--- src/rtl/atm_pkg.sv ---
// Shared types and defaults for the ATM session controller and its PIN buffer.
package atm_pkg;

    typedef enum logic [2:0] {
        ESPERANDO_TARJETA = 3'd0,
        VERIFICAR_PIN     = 3'd1,
        SESION            = 3'd2,
        BLOQUEO           = 3'd3,
        FUERA_SERVICIO    = 3'd4   // spare encoding; the FSM recovers from it to ESPERANDO_TARJETA
    } atm_state_e;

    localparam logic RETIRO   = 1'b1;
    localparam logic DEPOSITO = 1'b0;

    localparam logic [15:0]     PIN_DEFAULT      = 16'h4756;
    localparam longint unsigned INIT_BAL_DEFAULT = 4500;

    function automatic logic sesion_activa(input atm_state_e s);
        return (s == VERIFICAR_PIN) || (s == SESION);
    endfunction

endpackage

--- src/rtl/atm_pin_buffer.sv ---
// PIN digit shift register (MSD first) with a saturating digit count and
// comparison against the configured PIN.
module atm_pin_buffer
    import atm_pkg::*;
#(
    parameter int unsigned             PIN_DIGITS   = 4,
    parameter logic [4*PIN_DIGITS-1:0] PIN_CORRECTO = PIN_DEFAULT
) (
    input  logic       clk_i,
    input  logic       rst_i,
    input  logic       shift_i,
    input  logic [3:0] digit_i,
    input  logic       clear_i,
    output logic       match_o
);

    localparam int unsigned CNT_W = $clog2(PIN_DIGITS + 1);
    localparam logic [CNT_W-1:0] FULL = CNT_W'(PIN_DIGITS);

    logic [4*PIN_DIGITS-1:0] buf_q, buf_d;
    logic [CNT_W-1:0]        cnt_q, cnt_d;

    always_comb begin
        buf_d = buf_q;
        cnt_d = cnt_q;
        if (clear_i) begin
            buf_d = '0;
            cnt_d = '0;
        end else if (shift_i && (cnt_q != FULL)) begin
            buf_d = (buf_q << 4) | (4*PIN_DIGITS)'(digit_i);
            cnt_d = cnt_q + 1'b1;
        end
    end

    always_ff @(posedge clk_i) begin
        if (rst_i) begin
            buf_q <= '0;
            cnt_q <= '0;
        end else begin
            buf_q <= buf_d;
            cnt_q <= cnt_d;
        end
    end

    assign match_o = (cnt_q == FULL) && (buf_q == PIN_CORRECTO);

endmodule

--- src/rtl/atm_session_ctrl.sv ---
// ATM session controller: card detection, PIN entry with lockout, and a
// deposit/withdrawal session with limits, overflow guard and inactivity timeout.
module atm_session_ctrl
    import atm_pkg::*;
#(
    parameter int unsigned             PIN_DIGITS   = 4,
    parameter logic [4*PIN_DIGITS-1:0] PIN_CORRECTO = PIN_DEFAULT,
    parameter int unsigned             MAX_TRIES    = 3,
    parameter int unsigned             BAL_W        = 64,
    parameter int unsigned             AMT_W        = 32,
    parameter logic [BAL_W-1:0]        INIT_BAL     = BAL_W'(INIT_BAL_DEFAULT),
    parameter logic [BAL_W-1:0]        RETIRO_MAX   = BAL_W'(20000),
    parameter int unsigned             TIMEOUT_CYC  = 1024
) (
    input  logic             clk,
    input  logic             rst,
    input  logic             tarjeta_recibida,
    input  logic             digito_stb,
    input  logic [3:0]       digito,
    input  logic             pin_stb,
    input  logic             monto_stb,
    input  logic             tipo_trans,
    input  logic [AMT_W-1:0] monto,
    input  logic             fin_sesion,
    output logic [BAL_W-1:0] balance,
    output logic             balance_actualizado,
    output logic             entregar_dinero,
    output logic             pin_incorrecto,
    output logic             advertencia,
    output logic             bloqueo,
    output logic             fondos_insuficientes,
    output logic             limite_excedido,
    output logic             deposito_rechazado,
    output logic             tiempo_agotado
);

    localparam int unsigned TRY_W = $clog2(MAX_TRIES + 1);
    localparam int unsigned TO_W  = $clog2(TIMEOUT_CYC + 1);
    localparam logic [TO_W-1:0] TO_LAST = TO_W'(TIMEOUT_CYC - 1);

    atm_state_e       state_q, state_d;
    logic [TRY_W-1:0] tries_q, tries_d, tries_inc;
    logic [BAL_W-1:0] bal_q, bal_d, ret_q, ret_d, monto_w;
    logic [TO_W-1:0]  to_q, to_d;
    logic [BAL_W:0]   dep_sum, ret_sum;
    logic upd_q, upd_d, ent_q, ent_d, inc_q, inc_d, adv_q, adv_d, blq_q, blq_d;
    logic fon_q, fon_d, lim_q, lim_d, rej_q, rej_d, tmo_q, tmo_d;
    logic pin_shift, pin_clear, pin_ok, actividad;

    atm_pin_buffer #(
        .PIN_DIGITS   (PIN_DIGITS),
        .PIN_CORRECTO (PIN_CORRECTO)
    ) u_pin (
        .clk_i   (clk),
        .rst_i   (rst),
        .shift_i (pin_shift),
        .digit_i (digito),
        .clear_i (pin_clear),
        .match_o (pin_ok)
    );

    assign monto_w   = BAL_W'(monto);
    assign dep_sum   = {1'b0, bal_q} + {1'b0, monto_w};
    assign ret_sum   = {1'b0, ret_q} + {1'b0, monto_w};
    assign tries_inc = tries_q + 1'b1;
    assign actividad = digito_stb | pin_stb | monto_stb;

    always_comb begin
        state_d   = state_q;
        tries_d   = tries_q;
        bal_d     = bal_q;
        ret_d     = ret_q;
        to_d      = '0;
        adv_d     = adv_q;
        blq_d     = blq_q;
        upd_d     = 1'b0;
        ent_d     = 1'b0;
        inc_d     = 1'b0;
        fon_d     = 1'b0;
        lim_d     = 1'b0;
        rej_d     = 1'b0;
        tmo_d     = 1'b0;
        pin_shift = 1'b0;
        pin_clear = 1'b0;

        case (state_q)
            ESPERANDO_TARJETA: begin
                pin_clear = 1'b1;
                if (tarjeta_recibida) state_d = VERIFICAR_PIN;
            end
            VERIFICAR_PIN: begin
                if (pin_stb) begin
                    pin_clear = 1'b1;
                    if (pin_ok) begin
                        tries_d = '0;
                        adv_d   = 1'b0;
                        ret_d   = '0;
                        state_d = SESION;
                    end else begin
                        tries_d = tries_inc;
                        inc_d   = 1'b1;
                        if (tries_inc == TRY_W'(MAX_TRIES - 1)) adv_d = 1'b1;
                        if (tries_inc == TRY_W'(MAX_TRIES)) begin
                            blq_d   = 1'b1;
                            state_d = BLOQUEO;
                        end
                    end
                end else begin
                    pin_shift = digito_stb;
                end
            end
            SESION: begin
                if (monto_stb) begin
                    case (tipo_trans)
                        DEPOSITO: begin
                            if (dep_sum[BAL_W]) begin
                                rej_d = 1'b1;
                            end else begin
                                bal_d = dep_sum[BAL_W-1:0];
                                upd_d = 1'b1;
                            end
                        end
                        RETIRO: begin
                            if (monto_w > bal_q) begin
                                fon_d = 1'b1;
                            end else if (ret_sum > {1'b0, RETIRO_MAX}) begin
                                lim_d = 1'b1;
                            end else begin
                                bal_d = bal_q - monto_w;
                                ret_d = ret_sum[BAL_W-1:0];
                                ent_d = 1'b1;
                                upd_d = 1'b1;
                            end
                        end
                    endcase
                end
                if (fin_sesion) state_d = ESPERANDO_TARJETA;
            end
            BLOQUEO: ;
            default: state_d = ESPERANDO_TARJETA;
        endcase

        // Inactivity: to_d defaults to zero, which covers every reload and exit.
        if (sesion_activa(state_q) && !actividad && !(state_q == SESION && fin_sesion)) begin
            if (to_q == TO_LAST) begin
                tmo_d   = 1'b1;
                state_d = ESPERANDO_TARJETA;
            end else begin
                to_d = to_q + 1'b1;
            end
        end
    end

    always_ff @(posedge clk) begin
        if (rst) begin
            state_q <= ESPERANDO_TARJETA;
            tries_q <= '0;
            bal_q   <= INIT_BAL;
            ret_q   <= '0;
            to_q    <= '0;
            upd_q   <= 1'b0;
            ent_q   <= 1'b0;
            inc_q   <= 1'b0;
            adv_q   <= 1'b0;
            blq_q   <= 1'b0;
            fon_q   <= 1'b0;
            lim_q   <= 1'b0;
            rej_q   <= 1'b0;
            tmo_q   <= 1'b0;
        end else begin
            state_q <= state_d;
            tries_q <= tries_d;
            bal_q   <= bal_d;
            ret_q   <= ret_d;
            to_q    <= to_d;
            upd_q   <= upd_d;
            ent_q   <= ent_d;
            inc_q   <= inc_d;
            adv_q   <= adv_d;
            blq_q   <= blq_d;
            fon_q   <= fon_d;
            lim_q   <= lim_d;
            rej_q   <= rej_d;
            tmo_q   <= tmo_d;
        end
    end

    assign balance              = bal_q;
    assign balance_actualizado  = upd_q;
    assign entregar_dinero      = ent_q;
    assign pin_incorrecto       = inc_q;
    assign advertencia          = adv_q;
    assign bloqueo              = blq_q;
    assign fondos_insuficientes = fon_q;
    assign limite_excedido      = lim_q;
    assign deposito_rechazado   = rej_q;
    assign tiempo_agotado       = tmo_q;

endmodule
--- config.mk ---
export PLATFORM = sky130hd
export DESIGN_NAME = atm_session_ctrl
export DESIGN_NICKNAME = d
export VERILOG_FILES = /design/src/rtl/atm_pkg.sv /design/src/rtl/atm_pin_buffer.sv /design/src/rtl/atm_session_ctrl.sv
export SDC_FILE = /design/constraint.sdc
export NUM_CORES = 1
export LEC_CHECK = 0
export CORE_ASPECT_RATIO = 0.7
export CORE_MARGIN = 1
export CORE_UTILIZATION = 25
export CTS_CLUSTER_DIAMETER = 150
export DETAILED_ROUTE_END_ITERATION = 6
export GPL_TIMING_DRIVEN = 0
export HOLD_SLACK_MARGIN = 0.02
export PLACE_DENSITY = 0.4
export SKIP_LAST_GASP = 1
export SYNTH_ARGS = -nofsm -noshare
export SYNTH_HDL_FRONTEND = slang
export SYNTH_SLANG_ARGS = --single-unit
--- constraint.sdc ---
create_clock -name clk -period 7.03 [get_ports clk]
set_input_delay 1.406 -clock clk [delete_from_list [all_inputs] [get_ports clk]]
set_output_delay 1.406 -clock clk [all_outputs]
set_load 0.02 [all_outputs]
==> impl_metrics.tcl, run 1 <==
set metrics [dict create \
    status "finished clean" \
    startpoint_type "primary input" \
    max_cap_violations 0 \
    globalplace.congestion 0.9660 \
    ir_worst_vdd_mv 0.1516 \
    cp_slowest_cell "clkdlybuf4s50_1" \
    dieArea_um2 56600 \
    routed_wl_um 58820 \
    final-instance-count-excl-fill 2746 \
    ys_seq_area_share_pct 24.76 \
    area_growth_pct 20.30 \
    path_cells "clkdlybuf4s50_1, ha_1, buf_2, a21oi_1, o21ai_0, a21oi_1, o211ai_1, nor4_1, nand4_1, or4_4, nor4_4, a41oi_4, nor3_2, buf_2, clkbuf_2, nand2_1, a21oi_1" \
    synth_cell_types 100 \
    multiInputGateArea_um2 9763 \
    final_common_cell "nand2_1" \
    clock_path_buffers 2 \
    syn_area_per_cell_um2 7.466 \
    crit_type "in2reg" \
    critical_path.max_fanout 10 \
    worst_pin_slew_ns 1.132 \
    dp.cells 2710 \
    dr_total_vias 14712 \
    numCtsBuffers 17 \
    htree_num_levels 4 \
    die_x_um 283.9 \
    fp.dieH_um 199.3 \
    crit_buf_inv 4 \
    rsz0062_at_grt "true" \
    insertion_delay_ns 0.49 \
    synth_fp_nets 2011 \
    ys_ff_latch 172 \
    std_cell_rows 71 \
    drt_pass1_iterations 5 \
    period_share_pct 98.02 \
    dr.first_iter.drc_count 1202 \
    clkTransAtPathRegs_ns 0.08 \
    grtUsageTotal_pct 20.69 \
    synthAdderAreaFrac_pct 9.518 \
    async_reset_ff_share_pct 0 \
    r2r_start "ret_q[26]$_SDFFE_PP0P_" \
    place_hpwl_um 47490 \
    fin_skew_ns 0.01547 \
    syn_inst 1863 \
    synthSimpleGateAreaFrac_pct 27.68 \
    grt_remaining_overflow 0 \
    grt_pass1_vias 13663 \
    num_io_pins 117 \
    power.density_nw_per_um2 138.8 \
    grt_max_degree 21 \
    worstSetupEndpointType "flop" \
    synth-compound-area-share_pct 25.35 \
    worst_hold_slack_ns 0.4632 \
    finalSetupViolCount 0 \
    fmax_ghz 0.1451 \
    p_sw_uw 725.5 \
    ys.warnings.count 0 \
    hold_path_class "reg2reg" \
    cp.required_ns 7.44 \
    wl_met3_um 4764 \
    vias_per_cell 5.358 \
    critical-path-max-stage-delay_ns 0.65 \
    worst_path_most_repeated_cell "a21oi_1" \
    fillCellCount 5972 \
    wire_per_inst_um 21.42 \
    grt_pass1_wl_um 88100 \
    post-route-min-period_ns 6.891 \
    leakagePower_uw 0.006417 \
    initial_utilization_pct 25.58 \
    seqCellArea_um2 3443 \
    final_hold_viol_count 0 \
    drive_gt1_share_pct 6.107 \
    synth_top_family_by_area "simple AND/OR/NAND/NOR gates" \
    final_cell_mix "nand2_1, a21oi_1, dfxtp_1" \
    min_from "ret_q[12]$_SDFFE_PP0P_" \
    startpoint "monto[19]" \
    p_int_uw 1596 \
    path_delay_family "simple AND/OR/NAND/NOR gates" \
    drv_slew 0 \
    wl_met1_um 32300 \
    syn-cell-area_um2 13910 \
    synth_xor_area_share_pct 4.597 \
    p_clk_share_pct 45.8 \
    p_sw_share_pct 31.25 \
    drtAntennaViolNets 0 \
    cts_tree "built" \
    grt_antenna_before_repair 3 \
    maxUsedRoutingLayer "met4" \
    cp.arrival_ns 7.30 \
    comb_power_share_pct 12.3 \
    met2_length_um 21100 \
    cts.root.buffer_cell "clkbuf_16" \
    relSlewSlack_pct 23.92 \
    finalNetCount 2149 \
    drc 0 \
    port-buffer-count 116 \
    cts.sinks 172 \
    core_area_um2 54370 \
    synth_edf_count 0 \
    synth-main-ff-cell "dfxtp_1" \
    p_seq_share_pct 42.0 \
    muxShareOfSynthArea_pct 2.465 \
]
==> metrics by stage <==
| step | setup TNS [ns] | setup WS (ns) | area [um2] | power, uW | util (%) |
|---|---|---|---|---|---|
| final | 0 | 0.1388 | 16730 | 2322 | 30.78 |
| after global routing | -0.02605 | -0.01799 | 16730 | 2424 | 30.78 |
| after CTS | 0 | 0.05661 | 16680 | 2362 | 30.68 |
| after detailed placement | -53.07 | -1.423 | 16000 | 1277 | 29.42 |
| after global placement | -56.14 | -1.459 | 15980 | 1279 | 29.40 |
| after floorplan | 0 | 1.603 | 13910 | 1169 | - |
==> state kept, by name, summed over array words and instances, names as in the netlist, 2 cells and up <==
register     count
ret_q           64
to_q            11
state_q          3
tries_q          2
u_pin.buf_q     16
balance         64
u_pin.cnt_q      3
==> metal layers <==
layer / vias up / track usage, %
met3: 39 / 4.737
met1: 7072 / 33.94
met2: 547 / 25.79
met5: - / 0
met4: 0 / 4.064
li1: 7054 / -
==> path summary, 6_finish.rpt <==
path	slack (ns)	to	cells past startpoint
worst min register to register	0.46	ret_q[12]$_SDFFE_PP0P_	2
worst max register to register	1.40	balance[25]$_SDFFE_PP0P_	16
worst max-delay path	0.14	balance[25]$_SDFFE_PP0P_	17
worst min-delay path	0.46	ret_q[12]$_SDFFE_PP0P_	2
==> logic make-up (layout without fill, tap and decap cells) <==
group                      Yosys count  after routing
buffers and inverters              191            342
xor gates and xnor gates            73             73
other                                1              3
adders and majority gates          104            104
muxes                               34             34
and+or+nand+nor                    745            745
DFF                                172            172
AOI/OAI and AO/OA                  543            543
==> worst register-to-register path, cell delays in order (launching register included) <==
cell,delay [ns]
dfxtp_1,0.31
ha_1,0.26
buf_2,0.18
a21oi_1,0.28
o21ai_2,0.21
a21oi_4,0.40
o221ai_1,0.34
nor4_1,0.38
nand4_1,0.15
or4_4,0.57
nor4_4,0.49
a41oi_4,0.37
nor3_2,0.46
buf_2,0.44
clkbuf_2,0.42
nand2_1,0.13
a21oi_1,0.17
==> area by class of cell <==
class / count / share of cell area [%]
antenna: 2 / 0.02991
buffer: 99 / 2.617
clock buffer: 17 / 2.542
clock inverter: 15 / 1.286
inverter: 92 / 2.064
multi-input combinational: 1500 / 58.35
sequential: 172 / 20.58
tap: 730 / 5.459
timing repair buffer: 119 / 7.074
==> what timing repair did <==
action,in CTS,in global routing
setup endpoints to repair,42,53
resized for setup,6,12
hold buffers,0,0
pin swaps,1,0
buffers inserted,2,0
==> power by group through the flow <==
| stage | registers [uW] | logic, uW | clock network [uW] |
|---|---|---|---|
| 2_1_floorplan | 998 | 171 | 0 |
| 3_3_place_gp | 998 | 282 | 0 |
| 3_5_place_dp | 998 | 280 | 0 |
| 4_1_cts | 975 | 282 | 1110 |
| 5_1_grt | 975 | 311 | 1140 |
| 6_report | 974 | 285 | 1060 |
==> cells in the mapped netlist, drive strengths merged, types with 42 or more instances <==
master / n / share of area (%)
nor3: 58 / 2.2
nand2: 190 / 5.1
or3: 42 / 1.9
xnor2: 52 / 3.3
o21ai: 116 / 4.2
nor2: 160 / 4.3
and2: 62 / 2.8
a21oi: 180 / 6.6
dfxtp: 172 / 25
ha: 101 / 9.1
nand4: 47 / 2.3
nand3: 53 / 1.9
clkbuf: 64 / 1.7
inv: 91 / 2.5
Note: power is estimated with default switching activity, not from simulation.
==> inputs of run 2 (changes only) <==
Settings changed: CORE_MARGIN 1 to 1.5.
==> impl_metrics.tcl, run 2 (same netlist as run 1, synthesis figures left out) <==
set metrics [dict create \
    final_hold_viol_count 0 \
    dr_total_vias 14564 \
    crit_type "in2reg" \
    grt_pass1_wl_um 87320 \
    critical_path.max_fanout 10 \
    min_from "to_q[0]$_SDFF_PP0_" \
    numCtsBuffers 17 \
    die_x_um 284.9 \
    p_int_uw 1561 \
    grt_remaining_overflow 0 \
    r2r_start "ret_q[0]$_SDFFE_PP0P_" \
    p_sw_share_pct 31.06 \
    worst_pin_slew_ns 1.184 \
    place_hpwl_um 46610 \
    p_sw_uw 703.1 \
    worst_path_most_repeated_cell "buf_6" \
    core_area_um2 55130 \
    clock_path_buffers 2 \
    hold_depth 1 \
    dieArea_um2 57080 \
    hold_path_class "reg2reg" \
    rsz0062_at_grt "false" \
    final-instance-count-excl-fill 2754 \
    port-buffer-count 116 \
    utilization_pct 30.29 \
    min_to "to_q[0]$_SDFF_PP0_" \
    r2r-end "balance[51]$_SDFFE_PP0P_" \
    drc 0 \
    grtUsageTotal_pct 20.10 \
    ctsHoldBuffers 0 \
    p_seq_share_pct 43.0 \
    fin_skew_ns 0.01829 \
    relSlewSlack_pct 20.42 \
    r2r_cells 17 \
    area_growth_pct 20.09 \
    drt_pass1_iterations 7 \
    wire_per_inst_um 20.96 \
    startpoint_type "primary input" \
    cp.required_ns 7.37 \
    cts_tree "built" \
    globalplace.congestion 0.9371 \
    grt_max_degree 21 \
    final_cell_mix "nand2_1, a21oi_1, dfxtp_1" \
    cts.root.buffer_cell "clkbuf_16" \
    initial_utilization_pct 25.23 \
    vias_per_cell 5.288 \
    max_cap_violations 0 \
    design_area_um2 16700 \
    path_cells "clkdlybuf4s50_1, ha_1, fa_1, a21o_1, a221o_1, nand4_1, a31oi_1, o31ai_1, mux2i_1, o211ai_1, nor4_4, a41oi_4, or3_4, buf_6, buf_6, clkbuf_1, o21ai_0, a21oi_1" \
    status "finished clean" \
    period_share_pct 97.52 \
    drive_gt1_share_pct 6.157 \
    fp.dieH_um 200.3 \
    num_io_pins 117 \
    finalNetCount 2149 \
    cp_slowest_cell "mux2i_1" \
    leakagePower_uw 0.006406 \
    p_clk_share_pct 44.4 \
    drv_slew 0 \
    clkTransAtPathRegs_ns 0.08 \
    p_total_uw 2264 \
    post-route-min-period_ns 6.855 \
    power.density_nw_per_um2 135.5 \
    dr.first_iter.drc_count 1470 \
    cp.arrival_ns 7.20 \
    grt_antenna_before_repair 0 \
    drtAntennaViolNets 0 \
    grt_pass1_vias 13688 \
    worstSetupEndpointType "flop" \
    dpl_cell_area_um2 16010 \
    path_delay_family "compound AO/OA/AOI/OAI gates" \
    cts.sinks 172 \
    antenna_cells 0 \
    comb_power_share_pct 12.5 \
    crit_buf_inv 4 \
    fmax_ghz 0.1459 \
    insertion_delay_ns 0.48 \
    critical-path-max-stage-delay_ns 0.54 \
    ir_worst_vdd_mv 0.1698 \
    finalSetupViolCount 0 \
    std_cell_rows 72 \
    htree_num_levels 4 \
    final_common_cell "nand2_1" \
    r2r_setup_slack_ns 1.40 \
    routed_wl_um 57720 \
    fin_tns_setup_ns 0 \
    dp.cells 2720 \
]
-- run 2: cell count changes in the layout (fill, tap and decap cells not counted), sizes merged --
cell    previous run  this run
diode              2         0
bufinv             1         0
clkbuf            80        81
inv               98        99
buf               39        38
-- run 2: metrics by stage --
step	hold WS [ns]	setup slack, ns
2_1_floorplan	0.4175	1.603
3_5_place_dp	0.4353	-1.425
6_report	0.4630	0.1746
3_3_place_gp	0.4318	-1.440
5_1_grt	0.4867	0.007172
4_1_cts	0.4674	0.08571
-- run 2: power groups by stage --
stage               Combinational [uW]  Sequential (uW)  Clock, uW
floorplan                          171              998          0
global placement                   280              998          0
detailed placement                 279              998          0
CTS                                281              974       1040
global route                       311              975       1090
finish                             284              974       1010
-- run 2: routing by layer --
| metal | global-route usage [%] | vias up | wire length, um | share of wire, % |
|---|---|---|---|---|
| met5 | 0 | - | 0 | 0 |
| met3 | 3.770 | 24 | 4328 | 7.5 |
| li1 | - | 7045 | - | - |
| met2 | 25.06 | 524 | 20730 | 36 |
| met4 | 3.231 | 0 | 486 | 0.84 |
| met1 | 34.06 | 6971 | 32170 | 56 |
-- run 2: timing repair --
action,CTS,global route
pin swaps,1,0
setup buffers,2,0
gates resized for setup,9,10
setup endpoints to repair,37,35
-- run 2: worst max path at each step --
stage	startpoint	endpoint	slack, ns	depth (start not counted)
final	monto[0]	balance[51]$_SDFFE_PP0P_	0.17	18
after global placement	monto[0]	balance[25]$_SDFFE_PP0P_	-1.44	17
after detailed placement	monto[0]	balance[28]$_SDFFE_PP0P_	-1.42	17
after global routing	monto[0]	balance[29]$_SDFFE_PP0P_	0.007	17
after floorplan	monto[0]	balance[49]$_SDFFE_PP0P_	1.60	15
after CTS	monto[0]	balance[28]$_SDFFE_PP0P_	0.09	17
-- run 2: layout make-up --
type / count / area (um2)
flip-flops and latches: 172 / 3443
fillers: 5983 / 38430
well taps: 740 / 925.9
repair buffers: 119 / 1184
clock buffers: 17 / 425.4
clock inverters: 15 / 188.9
multi-input cells: 1500 / 9748
inverters: 92 / 345.3
plain buffers: 99 / 441.7
==> inputs of run 3 (changes only) <==
Settings changed: PLACE_DENSITY 0.4 to 0.37.
==> impl_metrics.tcl, run 3 (same netlist as run 1, synthesis figures left out) <==
set metrics [dict create \
    cts_tree "built" \
    final_hold_viol_count 0 \
    core_area_um2 55130 \
    path_delay_family "compound AO/OA/AOI/OAI gates" \
    place_ws_ns -1.397 \
    critical_path.max_fanout 10 \
    dr.first_iter.drc_count 1378 \
    grt_remaining_overflow 0 \
    drc 0 \
    ir_worst_vdd_mv 0.1507 \
    cts.sinks 172 \
    die_x_um 284.9 \
    dpl_cell_area_um2 16010 \
    grtUsageTotal_pct 20.69 \
    grt-busiest-layer "met1" \
    grt_max_degree 22 \
    final_common_cell "nand2_1" \
    met1_usage_pct 34.59 \
    fin_tns_setup_ns 0 \
    status "finished clean" \
    area_growth_pct 20.16 \
    hold_depth 1 \
    post-route-min-period_ns 6.898 \
    grt.met3_usage_pct 4.875 \
    cp.required_ns 7.36 \
    grt_pass1_wl_um 89040 \
    num_io_pins 117 \
    drtAntennaViolNets 0 \
    htree_num_levels 4 \
    antenna_cells 0 \
    min_to "to_q[0]$_SDFF_PP0_" \
    r2r_start "ret_q[0]$_SDFFE_PP0P_" \
    clock_path_buffers 2 \
    dr_total_vias 14570 \
    grt_antenna_before_repair 0 \
    cp_slowest_cell "o41ai_1" \
    min_from "to_q[0]$_SDFF_PP0_" \
    globalplace.congestion 0.9248 \
    startpoint_type "primary input" \
    fin_skew_ns 0.01590 \
    routed_wl_um 59300 \
    crit_type "in2reg" \
    fin_ws_ns 0.1316 \
    grt.met2_usage_pct 25.62 \
    fmax_ghz 0.1450 \
    worstSetupEndpointType "flop" \
    rsz0062_at_grt "true" \
    finalNetCount 2148 \
    final_cell_mix "nand2_1, a21oi_1, dfxtp_1" \
    period_share_pct 98.13 \
    initial_utilization_pct 25.23 \
    port-buffer-count 116 \
    r2r_setup_slack_ns 1.32 \
    finalSetupViolCount 0 \
    ctsHoldBuffers 0 \
    wire_per_inst_um 21.54 \
    fp.dieH_um 200.3 \
    critical-path-max-stage-delay_ns 0.75 \
    place_hpwl_um 47850 \
    r2r_cells 17 \
    power.density_nw_per_um2 137.3 \
    relSlewSlack_pct 18.63 \
    worst_pin_slew_ns 1.210 \
    seqCellArea_um2 3443 \
    hold_path_class "reg2reg" \
    vias_per_cell 5.292 \
    dieArea_um2 57080 \
    fillCellCount 5984 \
    cts.root.buffer_cell "clkbuf_16" \
    max_cap_violations 0 \
    multiInputGateArea_um2 9743 \
    drt_pass1_iterations 7 \
    crit_buf_inv 4 \
    numCtsBuffers 17 \
    clkTransAtPathRegs_ns 0.08 \
    utilization_pct 30.31 \
    path_cells "clkdlybuf4s50_1, ha_1, fa_1, a21o_1, a221o_1, nand4_1, nand3_1, xor2_1, o41ai_1, o211ai_1, nor4_2, a41oi_4, or3_4, buf_6, buf_6, clkbuf_1, nand2_1, o211ai_1" \
    leakagePower_uw 0.006407 \
    drive_gt1_share_pct 6.061 \
    drv_slew 0 \
    insertion_delay_ns 0.48 \
    design_area_um2 16710 \
    cp.arrival_ns 7.23 \
    grt_pass1_vias 13633 \
    std_cell_rows 72 \
    r2r-end "balance[2]$_SDFFE_PP1P_" \
]
==> run 3: cell type report <==
class / count / area share [%]
timing repair buffer: 119 / 7.082
inverter: 92 / 2.066
clock buffer: 17 / 2.545
multi-input combinational: 1500 / 58.30
tap: 740 / 5.540
buffer: 98 / 2.598
clock inverter: 15 / 1.265
sequential: 172 / 20.60
==> run 3: metal layers <==
layer | part of all wire, % | up-vias
met5 | 0 | -
met1 | 56 | 6984
met4 | 0.75 | 0
met3 | 7.5 | 21
met2 | 36 | 497
li1 | - | 7068
==> run 3: worst max-delay path by stage <==
| stage | start | cells past startpoint | end | slack (ns) |
|---|---|---|---|---|
| after floorplan | monto[0] | 15 | balance[49]$_SDFFE_PP0P_ | 1.60 |
| after global placement | monto[0] | 17 | balance[30]$_SDFFE_PP0P_ | -1.41 |
| after detailed placement | monto[0] | 17 | balance[29]$_SDFFE_PP0P_ | -1.40 |
| after CTS | monto[2] | 17 | balance[29]$_SDFFE_PP0P_ | 0.009 |
| after global routing | monto[0] | 17 | balance[29]$_SDFFE_PP0P_ | -0.005 |
| final | monto[0] | 18 | balance[2]$_SDFFE_PP1P_ | 0.13 |
==> run 3: per-stage QoR <==
step,power (uW),std cells,hold slack (ns)
global route,2405,2753,0.4819
floorplan,1169,1863,0.4175
global placement,1280,2719,0.4331
CTS,2334,2754,0.4580
finish,2294,2753,0.4515
detailed placement,1279,2720,0.4434
==> run 3: what timing repair did <==
item | 4_1_cts | 5_1_grt
buffers inserted | 2 | 0
endpoints found under the setup margin | 43 | 54
resized for setup | 7 | 6
pin swaps | 1 | 0
==> run 3: power breakdown <==
part	switching, uW	leakage, uW	internal (uW)
combinational	185	0.00472	99.9
clock	543	0.000305	492
sequential	0.399	0.00139	974
